[src/rtl/mem_access_ctrl_pkg.sv]
// mem_access_ctrl_pkg
//   Shared constants for the memory-stage access controller:
//   - MIPS memory op codes as produced by the execute stage
//   - data bus transfer size encodings (SIZE_BYTE/HALF/WORD)
//   - FSM state encoding
//   - helpers that turn an op code or byte-select into a bus size
package mem_access_ctrl_pkg;

  localparam logic [7:0] EXE_LB_OP  = 8'b1110_0000;
  localparam logic [7:0] EXE_LH_OP  = 8'b1110_0001;
  localparam logic [7:0] EXE_LW_OP  = 8'b1110_0011;
  localparam logic [7:0] EXE_LBU_OP = 8'b1110_0100;
  localparam logic [7:0] EXE_LHU_OP = 8'b1110_0101;
  localparam logic [7:0] EXE_SB_OP  = 8'b1110_1000;
  localparam logic [7:0] EXE_SH_OP  = 8'b1110_1001;
  localparam logic [7:0] EXE_SW_OP  = 8'b1110_1011;

  localparam logic [1:0] SIZE_BYTE = 2'd0;
  localparam logic [1:0] SIZE_HALF = 2'd1;
  localparam logic [1:0] SIZE_WORD = 2'd2;

  typedef enum logic [1:0] {
    S_IDLE = 2'd0,
    S_REQ  = 2'd1,
    S_WAIT = 2'd2
  } state_t;

  // Loads carry their width in the op code.
  function automatic logic [1:0] load_size(input logic [7:0] op);
    case (op)
      EXE_LW_OP:             load_size = SIZE_WORD;
      EXE_LH_OP, EXE_LHU_OP: load_size = SIZE_HALF;
      default:               load_size = SIZE_BYTE;
    endcase
  endfunction

  // Stores carry their width in the byte-select pattern.
  function automatic logic [1:0] store_size(input logic [3:0] sel);
    case (sel)
      4'b1111:          store_size = SIZE_WORD;
      4'b0011, 4'b1100: store_size = SIZE_HALF;
      default:          store_size = SIZE_BYTE;
    endcase
  endfunction

endpackage

[src/rtl/mem_access_ctrl_load_extend.sv]
// load_extend
//   Purely combinational load-result formatter. Picks the addressed byte or
//   halfword out of the bus read word and sign- or zero-extends it.
//   Ports:
//     op      in  8   latched load op code
//     addr_lo in  2   latched effective address bits [1:0]
//     rdata   in  32  raw bus read data
//     ext     out 32  extended result for writeback
module load_extend
  import mem_access_ctrl_pkg::*;
(
  input  logic [7:0]  op,
  input  logic [1:0]  addr_lo,
  input  logic [31:0] rdata,
  output logic [31:0] ext
);

  logic [7:0]  byte_sel;
  logic [15:0] half_sel;

  always_comb begin
    byte_sel = rdata[7:0];
    case (addr_lo)
      2'd1:    byte_sel = rdata[15:8];
      2'd2:    byte_sel = rdata[23:16];
      2'd3:    byte_sel = rdata[31:24];
      default: byte_sel = rdata[7:0];
    endcase
    half_sel = addr_lo[1] ? rdata[31:16] : rdata[15:0];

    ext = rdata;
    case (op)
      EXE_LB_OP:  ext = {{24{byte_sel[7]}}, byte_sel};
      EXE_LBU_OP: ext = {24'd0, byte_sel};
      EXE_LH_OP:  ext = {{16{half_sel[15]}}, half_sel};
      EXE_LHU_OP: ext = {16'd0, half_sel};
      default:    ext = rdata;
    endcase
  end

endmodule

[src/rtl/mem_access_ctrl.sv]
// mem_access_ctrl
//   Memory-stage access controller. Captures one load/store from the execute
//   stage, runs it on the SRAM-like bus (req / addr_ok / data_ok), stalls the
//   pipeline until the bus finishes and returns the extended load result.
//   Optional macro: MEM_UNALIGN_EXC_EN -- misaligned LW/LH/LHU/SW/SH raise
//   adel/ades in E and never start a transaction. Without it the flags are 0
//   and misaligned loads are issued word-aligned.
//   Ports:
//     clk, resetn                  clock, async active-low reset
//     mem_validE, alucontrolE      E-stage memory op valid and op code
//     aluoutE, selE, wdataE        address, byte-select, replicated data
//     flushM                       discard result of in-flight access
//     data_req/wr/size/addr/wdata  bus request side
//     data_addr_ok/data_ok/rdata   bus response side
//     stall_mem                    hold earlier stages
//     resultM, result_valid        load result and completion pulse
//     adel, ades                   misaligned load/store flags
module mem_access_ctrl
  import mem_access_ctrl_pkg::*;
#(
  parameter int ADDR_W = 32,
  parameter int DATA_W = 32
) (
  input  logic              clk,
  input  logic              resetn,
  input  logic              mem_validE,
  input  logic [7:0]        alucontrolE,
  input  logic [ADDR_W-1:0] aluoutE,
  input  logic [3:0]        selE,
  input  logic [DATA_W-1:0] wdataE,
  input  logic              flushM,
  output logic              data_req,
  output logic              data_wr,
  output logic [1:0]        data_size,
  output logic [ADDR_W-1:0] data_addr,
  output logic [DATA_W-1:0] data_wdata,
  input  logic              data_addr_ok,
  input  logic              data_data_ok,
  input  logic [DATA_W-1:0] data_rdata,
  output logic              stall_mem,
  output logic [DATA_W-1:0] resultM,
  output logic              result_valid,
  output logic              adel,
  output logic              ades
);

  state_t      state_q, state_d;
  logic        is_load_op, is_store_op;
  logic        mis_word, mis_half, mis_load;
  logic        accept, complete, kill_q, kill_now;
  logic [7:0]  op_q;
  logic [1:0]  addr_lo_q;
  logic [ADDR_W-1:0] bus_addr_e;
  logic [31:0] ext_data;

  always_comb begin
    is_load_op  = 1'b0;
    is_store_op = 1'b0;
    case (alucontrolE)
      EXE_LW_OP, EXE_LH_OP, EXE_LHU_OP, EXE_LB_OP, EXE_LBU_OP: is_load_op  = 1'b1;
      EXE_SW_OP, EXE_SH_OP, EXE_SB_OP:                         is_store_op = 1'b1;
      default: ;
    endcase
  end

  assign mis_word = (aluoutE[1:0] != 2'b00);
  assign mis_half = aluoutE[0];
  assign mis_load = ((alucontrolE == EXE_LW_OP) && mis_word) ||
                    (((alucontrolE == EXE_LH_OP) || (alucontrolE == EXE_LHU_OP)) && mis_half);

`ifdef MEM_UNALIGN_EXC_EN
  assign adel = mem_validE && mis_load;
  assign ades = mem_validE && (((alucontrolE == EXE_SW_OP) && mis_word) ||
                               ((alucontrolE == EXE_SH_OP) && mis_half));
`else
  assign adel = 1'b0;
  assign ades = 1'b0;
`endif

  // Misaligned loads only reach the bus when the exception is disabled; they
  // are then fetched from the containing word.
  assign bus_addr_e = mis_load ? {aluoutE[ADDR_W-1:2], 2'b00} : aluoutE;

  // A store whose byte-select came out empty has nothing to write.
  assign accept = (state_q == S_IDLE) && mem_validE && !flushM && !adel && !ades &&
                  (is_load_op || (is_store_op && (selE != 4'b0000)));

  assign stall_mem = (state_q != S_IDLE) || accept;

  always_ff @(posedge clk or negedge resetn) begin
    if (!resetn) state_q <= S_IDLE;
    else         state_q <= state_d;
  end

  always_comb begin
    state_d  = state_q;
    data_req = 1'b0;
    complete = 1'b0;
    case (state_q)
      S_IDLE: if (accept) state_d = S_REQ;
      S_REQ: begin
        data_req = 1'b1;
        if (data_addr_ok) begin
          if (data_data_ok) begin
            complete = 1'b1;
            state_d  = S_IDLE;
          end else begin
            state_d = S_WAIT;
          end
        end
      end
      S_WAIT: if (data_data_ok) begin
        complete = 1'b1;
        state_d  = S_IDLE;
      end
      default: state_d = S_IDLE;
    endcase
  end

  // A flush arriving in the completion cycle itself still kills the result.
  assign kill_now = kill_q || flushM;

  load_extend u_load_extend (
    .op      (op_q),
    .addr_lo (addr_lo_q),
    .rdata   (data_rdata),
    .ext     (ext_data)
  );

  always_ff @(posedge clk or negedge resetn) begin
    if (!resetn) begin
      data_wr      <= 1'b0;
      data_size    <= SIZE_BYTE;
      data_addr    <= '0;
      data_wdata   <= '0;
      op_q         <= 8'd0;
      addr_lo_q    <= 2'd0;
      kill_q       <= 1'b0;
      result_valid <= 1'b0;
      resultM      <= '0;
    end else begin
      if (accept) begin
        data_wr    <= is_store_op;
        data_size  <= is_store_op ? store_size(selE) : load_size(alucontrolE);
        data_addr  <= bus_addr_e;
        data_wdata <= wdataE;
        op_q       <= alucontrolE;
        addr_lo_q  <= aluoutE[1:0];
      end

      if (complete)                                kill_q <= 1'b0;
      else if ((state_q != S_IDLE) && flushM)      kill_q <= 1'b1;

      result_valid <= complete && !kill_now;
      if (complete && !kill_now && !data_wr) resultM <= ext_data;
    end
  end

endmodule

[config.mk]
export PLATFORM = sky130hd
export DESIGN_NAME = mem_access_ctrl
export DESIGN_NICKNAME = d
export VERILOG_FILES = /design/src/rtl/mem_access_ctrl_pkg.sv /design/src/rtl/mem_access_ctrl_load_extend.sv /design/src/rtl/mem_access_ctrl.sv
export SDC_FILE = /design/constraint.sdc
export NUM_CORES = 1
export LEC_CHECK = 0
export ABC_AREA = 0
export BUFFER_PORTS_ARGS = -buffer_cell sky130_fd_sc_hd__buf_2
export CAP_MARGIN = 10
export CORE_UTILIZATION = 53
export CTS_CLUSTER_SIZE = 25
export DETAILED_ROUTE_END_ITERATION = 12
export GPL_TIMING_DRIVEN = 0
export HOLD_SLACK_MARGIN = 0.05
export PLACE_DENSITY = 0.95
export SETUP_SLACK_MARGIN = 0.2
export SLEW_MARGIN = 10
export SYNTH_ARGS = -nofsm -noshare
export SYNTH_HDL_FRONTEND = slang
export SYNTH_HIERARCHICAL = 1
export SYNTH_SLANG_ARGS = --single-unit
[constraint.sdc]
create_clock -name clk -period 2.8 [get_ports clk]
set_input_delay 0.56 -clock clk [delete_from_list [all_inputs] [get_ports clk]]
set_output_delay 0.56 -clock clk [all_outputs]
set_load 0.01 [all_outputs]
* Word-level counts from Yosys, hierarchy flattened
Cells that the tools add are included.
Operators by class: add/sub/neg operators 0, multipliers 0, div/mod/pow operators 0, $lt $le $gt $ge 0, equal/unequal tests 23, shift-type cells 0, muxes and demuxes 20, bitwise logic cells 0, reductions and logical operators 27
Operators by type and width (count):
- $pmux W32 S4 | 1
- $eq A8 B8 Y1 const B | 12
- $pmux W8 S3 | 1
- $mux W16 | 1
- $mux W2 | 6
- $logic_and A1 B1 Y1 | 9
- $eq A4 B4 Y1 const B | 2
- $pmux W2 S2 | 2
- $mux W1 | 7
- $eq A2 B2 Y1 const B | 3
- $ne A2 B2 Y1 const B | 3
- $pmux W2 S3 | 1
- $reduce_bool A2 Y1 | 3
- $logic_or A1 B1 Y1 | 5
- $reduce_or A5 Y1 | 1
- $eq A2 B1 Y1 const B | 2
- $eq A4 B2 Y1 const B | 1
- $reduce_bool A4 Y1 | 1
- $reduce_or A2 Y1 | 2
- $logic_not A1 Y1 | 3
- $reduce_and A3 Y1 | 1
- $reduce_or A3 Y1 | 1
- $logic_not A2 Y1 | 1
- $pmux W1 S2 | 1
Word-level totals: register bits after elaboration 113, bits in latches 0, bits in writable memories 0, bits in read-only memories 0, input port bits 114, output and inout bits 104, word-level logic and storage cells 80, memories kept 0

* Longest topological paths before layout
depth after elaboration 8, depth in mapped cells 8, depth with buffers taken out 6

* By module
The synthesis kept the hierarchy.
Modules (own cells, without submodules):
- mem_access_ctrl | times used 1, cells each 283, area each 4554.4 µm², sequential area each 2827.7 µm²
- load_extend | times used 1, cells each 116, area each 974.7 µm², sequential area each 0.0 µm²

* Least setup slack after synthesis
Ideal clock, no wire load.
path type reg-to-output, from reg state_q[0], to out stall_mem, data arrival time 1.595 ns, path slack 0.645 ns, stages on the path, launching flop included 9, cell sequence dfrtp_1 -> inv_1 -> ha_1 -> nand3b_1 -> a211oi_2 -> nand2_1 -> buf_6 -> buf_6 -> nand2_1
On the way: longest elaborated chain between the ends 5, elaborated cells on any way between the ends 6, those cells by class reduce/logical: 6
Ends and longest elaborated chain:
- start: declaration | RTL line mem_access_ctrl.sv:47 | state_t state_q, state_d;
- start signal: assignment | RTL line mem_access_ctrl.sv:92 | else state_q <= state_d;
- $logic_not A2 Y1 | RTL line mem_access_ctrl.sv:85 | assign accept = (state_q == S_IDLE) && mem_validE && !flushM && !adel && !ades &&
- $logic_and A1 B1 Y1 (3 in series) | RTL line mem_access_ctrl.sv:85
- $logic_or A1 B1 Y1 * | RTL line mem_access_ctrl.sv:88 | assign stall_mem = (state_q != S_IDLE) || accept;
- end: declaration | RTL line mem_access_ctrl.sv:40 | output logic stall_mem,
Every way passes the cells marked *; elsewhere a longest branch is shown, timed or not.

* Final worst setup path
from reg state_q[1], to out stall_mem
The elaborated chain is that of the path after synthesis.

==> impl_metrics.env <==
export IMPL_seqCellArea_um2=2828
export IMPL_rsz0062_at_grt="true"
export IMPL_ys_flop_type="dfrtp_1"
export IMPL_htreeDepth=4
export IMPL_area_delta_synth_final_pct=37.23
export IMPL_reg2regPathDepth=9
export IMPL_place_ws_ns=0.1371
export IMPL_dpl_hpwl_um=10760
export IMPL_yosysMostFrequentCell="dfrtp_1"
export IMPL_utilization=0.7622
export IMPL_ios=218
export IMPL_antenna_found_initial=0
export IMPL_crit_top_cell="buf_8"
export IMPL_core_um2=9955
export IMPL_tritoncts="yes"
export IMPL_die_w_um=104.1
export IMPL_ir_drop_uv=485.7
export IMPL_synth_edf_count=0
export IMPL_grtUsageTotal=0.2889
export IMPL_worst_path_max_fanout=3
export IMPL_portBuffers=215
export IMPL_grt_pass1_vias=4738
export IMPL_wl_per_cell_um=19.03
export IMPL_cp_arrival_ns=2.03
export IMPL_netlist_area_um2=5529
export IMPL_grt_remaining_overflow=0
export IMPL_relSlewSlack=0.5899
export IMPL_die_area_um2=10850
export IMPL_multi_input_area_um2=2491
export IMPL_rows=36
export IMPL_async_reset_ff_frac=1.000
export IMPL_wirelength_um=15150
export IMPL_grt_pass1_wl_um=24230
export IMPL_period_minus_slack_ns=2.593
export IMPL_synth_top_cell_by_area="dfrtp_1"
export IMPL_ys_seq_area_frac=0.5114
export IMPL_synth_top_area_frac=0.5114
export IMPL_vias=4510
export IMPL_ant_nets=0
export IMPL_via_per_inst=5.666
export IMPL_clockBufferDepth=2
export IMPL_p_total_uw=6336
export IMPL_drive_above_1_share=0.5732
export IMPL_setup_viol=0
export IMPL_holdPathStages=2
export IMPL_maxCapViolCount=0
export IMPL_ys_warn_count=6
export IMPL_drt_initial_drc_count=369
export IMPL_finClkSkew_ns=0.006090
export IMPL_worst_slew_pin_slew_ns=0.6151
export IMPL_finalWorstSetupSlack_ns=0.2068
export IMPL_power_density_nw_per_um2=835.0
export IMPL_diodes=0
export IMPL_power_leakage_uw=0.004043
export IMPL_hold_slack_ns=0.2623
export IMPL_cts_root_buf="clkbuf_8"
export IMPL_critPathMaxStageDelay_ns=0.39
export IMPL_synth_area_per_cell_um2=13.86
export IMPL_drc=0
export IMPL_num_fill_cells=636
export IMPL_drv_slew=0
export IMPL_hold_viol=0
export IMPL_clock_fmax_mhz=385.6
export IMPL_start_util=0.5554
export IMPL_worstSetupEndpointType="primary output"
export IMPL_synth_seq_cells=113
export IMPL_syn_inst=399
export IMPL_grt_max_degree=83
export IMPL_clkLatencyLatePin_ns=0.50
export IMPL_crit_buf_inv=4
export IMPL_synth_area_leaders="dfrtp_1, mux2_2, mux2_4"
export IMPL_crit_slowest_cell="dfrtp_1"
export IMPL_synth_common_cells="dfrtp_1, mux2_2, mux2_1, mux2_4, o2bb2ai_1"
export IMPL_num_nets_final=768
export IMPL_holdCritPathClass="input port to register"
export IMPL_path_cells="inv_2 -> ha_4 -> nand3b_1 -> a211oi_4 -> nand2_2 -> buf_8 -> buf_8 -> nand2_4 -> buf_6"
export IMPL_path_class="register to primary output"
export IMPL_clock_sinks=113
export IMPL_die_h_um=104.1
export IMPL_fin_setup_tns_ns=0
export IMPL_gp_congestion=0.8699
export IMPL_yosysUniqueCellTypes=51
export IMPL_worstPathRequired_ns=2.24
export IMPL_fin_crit_sh=0.9261
export IMPL_first_pass_iters=8
export IMPL_clkTransAtPathRegs_ns=0.05
export IMPL_cts_buffers=17
export IMPL_cpLargestDelayFamily="buffers and inverters"
export IMPL_path_depth=9
export IMPL_cp_start_kind="register"
export IMPL_status="complete, no violations"
[logic make-up after synthesis]
kind of cell,share of synthesized area
fa+ha+maj,0.009052
other cells,0.0006782
simple gates,0.05114
flops,0.5114
mux,0.2811
compound gates,0.1009
buf+inv,0.04571
[worst reg2reg max path: cells and delay by family, from the launching register on]
family          cells  cell delay [ns]
buf+inv             4             0.67
mux                 1             0.39
compound gates      1             0.15
simple gates        2             0.59
flops               1             0.39
fa+ha+maj           1             0.20
[where the power goes]
group | leakage (uW) | internal (uW) | total, uW | switching (uW)
Combinational | 0.00224 | 923 | 1830 | 903
Sequential | 0.00151 | 2060 | 2300 | 238
Clock | 0.000291 | 1490 | 2210 | 726
[final timing paths]
check                      startpoint             end  slack [ns]
max reg2reg                state_q[1]     resultM[26]        0.31
min                        wdataE[21]  data_wdata[21]        0.26
max in group asynchronous      resetn    data_addr[3]        1.60
min reg2reg                   op_q[6]         op_q[6]        0.47
max                        state_q[1]       stall_mem        0.21
min in group asynchronous      resetn   data_addr[24]        0.52
[sequential cells by signal, indices dropped and copies added (netlist names)]
name and cells:
state_q 2, data_addr 32, result_valid 1, kill_q 1, data_wr 1, addr_lo_q 2
data_wdata 32, op_q 8, data_size 2, resultM 32
[routing by layer]
layer	GRT usage	vias to the layer above	share of wire
met3	0.07018	42	0.076
met5	0	-	0
li1	-	1998	-
met2	0.4976	255	0.52
met1	0.3393	2215	0.38
met4	0.1367	0	0.032
[area by class of cell]
cell class / count / area share
multi-input combinational: 238 / 0.3283
sequential: 113 / 0.3727
buffer: 33 / 0.02639
clock inverter: 10 / 0.02078
inverter: 16 / 0.007916
clock buffer: 22 / 0.05970
timing repair buffer: 231 / 0.1623
tap: 133 / 0.02193
[through the flow]
stage | std cells | instance area [um^2]
floorplan | 400 | 5533
global placement | 748 | 6775
detailed placement | 749 | 6809
CTS | 791 | 7523
global route | 796 | 7587
finish | 796 | 7587
[layout by cell type (no fill, tap or decap), types with 4 or more instances in the layout]
master and count:
mux2_1 25, o2bb2ai_1 23, o32ai_1 8, buf_6 5, mux4_2 8, clkbuf_1 14, a211o_1 7, nand2b_1 13
buf_4 18, mux2_2 57, dfrtp_1 113, buf_2 225, mux2_4 24, inv_1 14, a221oi_1 8, bufinv_16 4
mux2i_1 9, clkbuf_16 16, nor4_1 9
[what timing repair did]
action / 4_1_cts / 5_1_grt
buffers inserted: 9 / 5
pin swaps: 3 / 4
endpoints found under the setup margin: 1 / 31
gates resized for setup: 7 / 5
hold endpoints to repair: 31 / 0
hold buffers: 1 / 0
(Power assumes the default switching activity.)
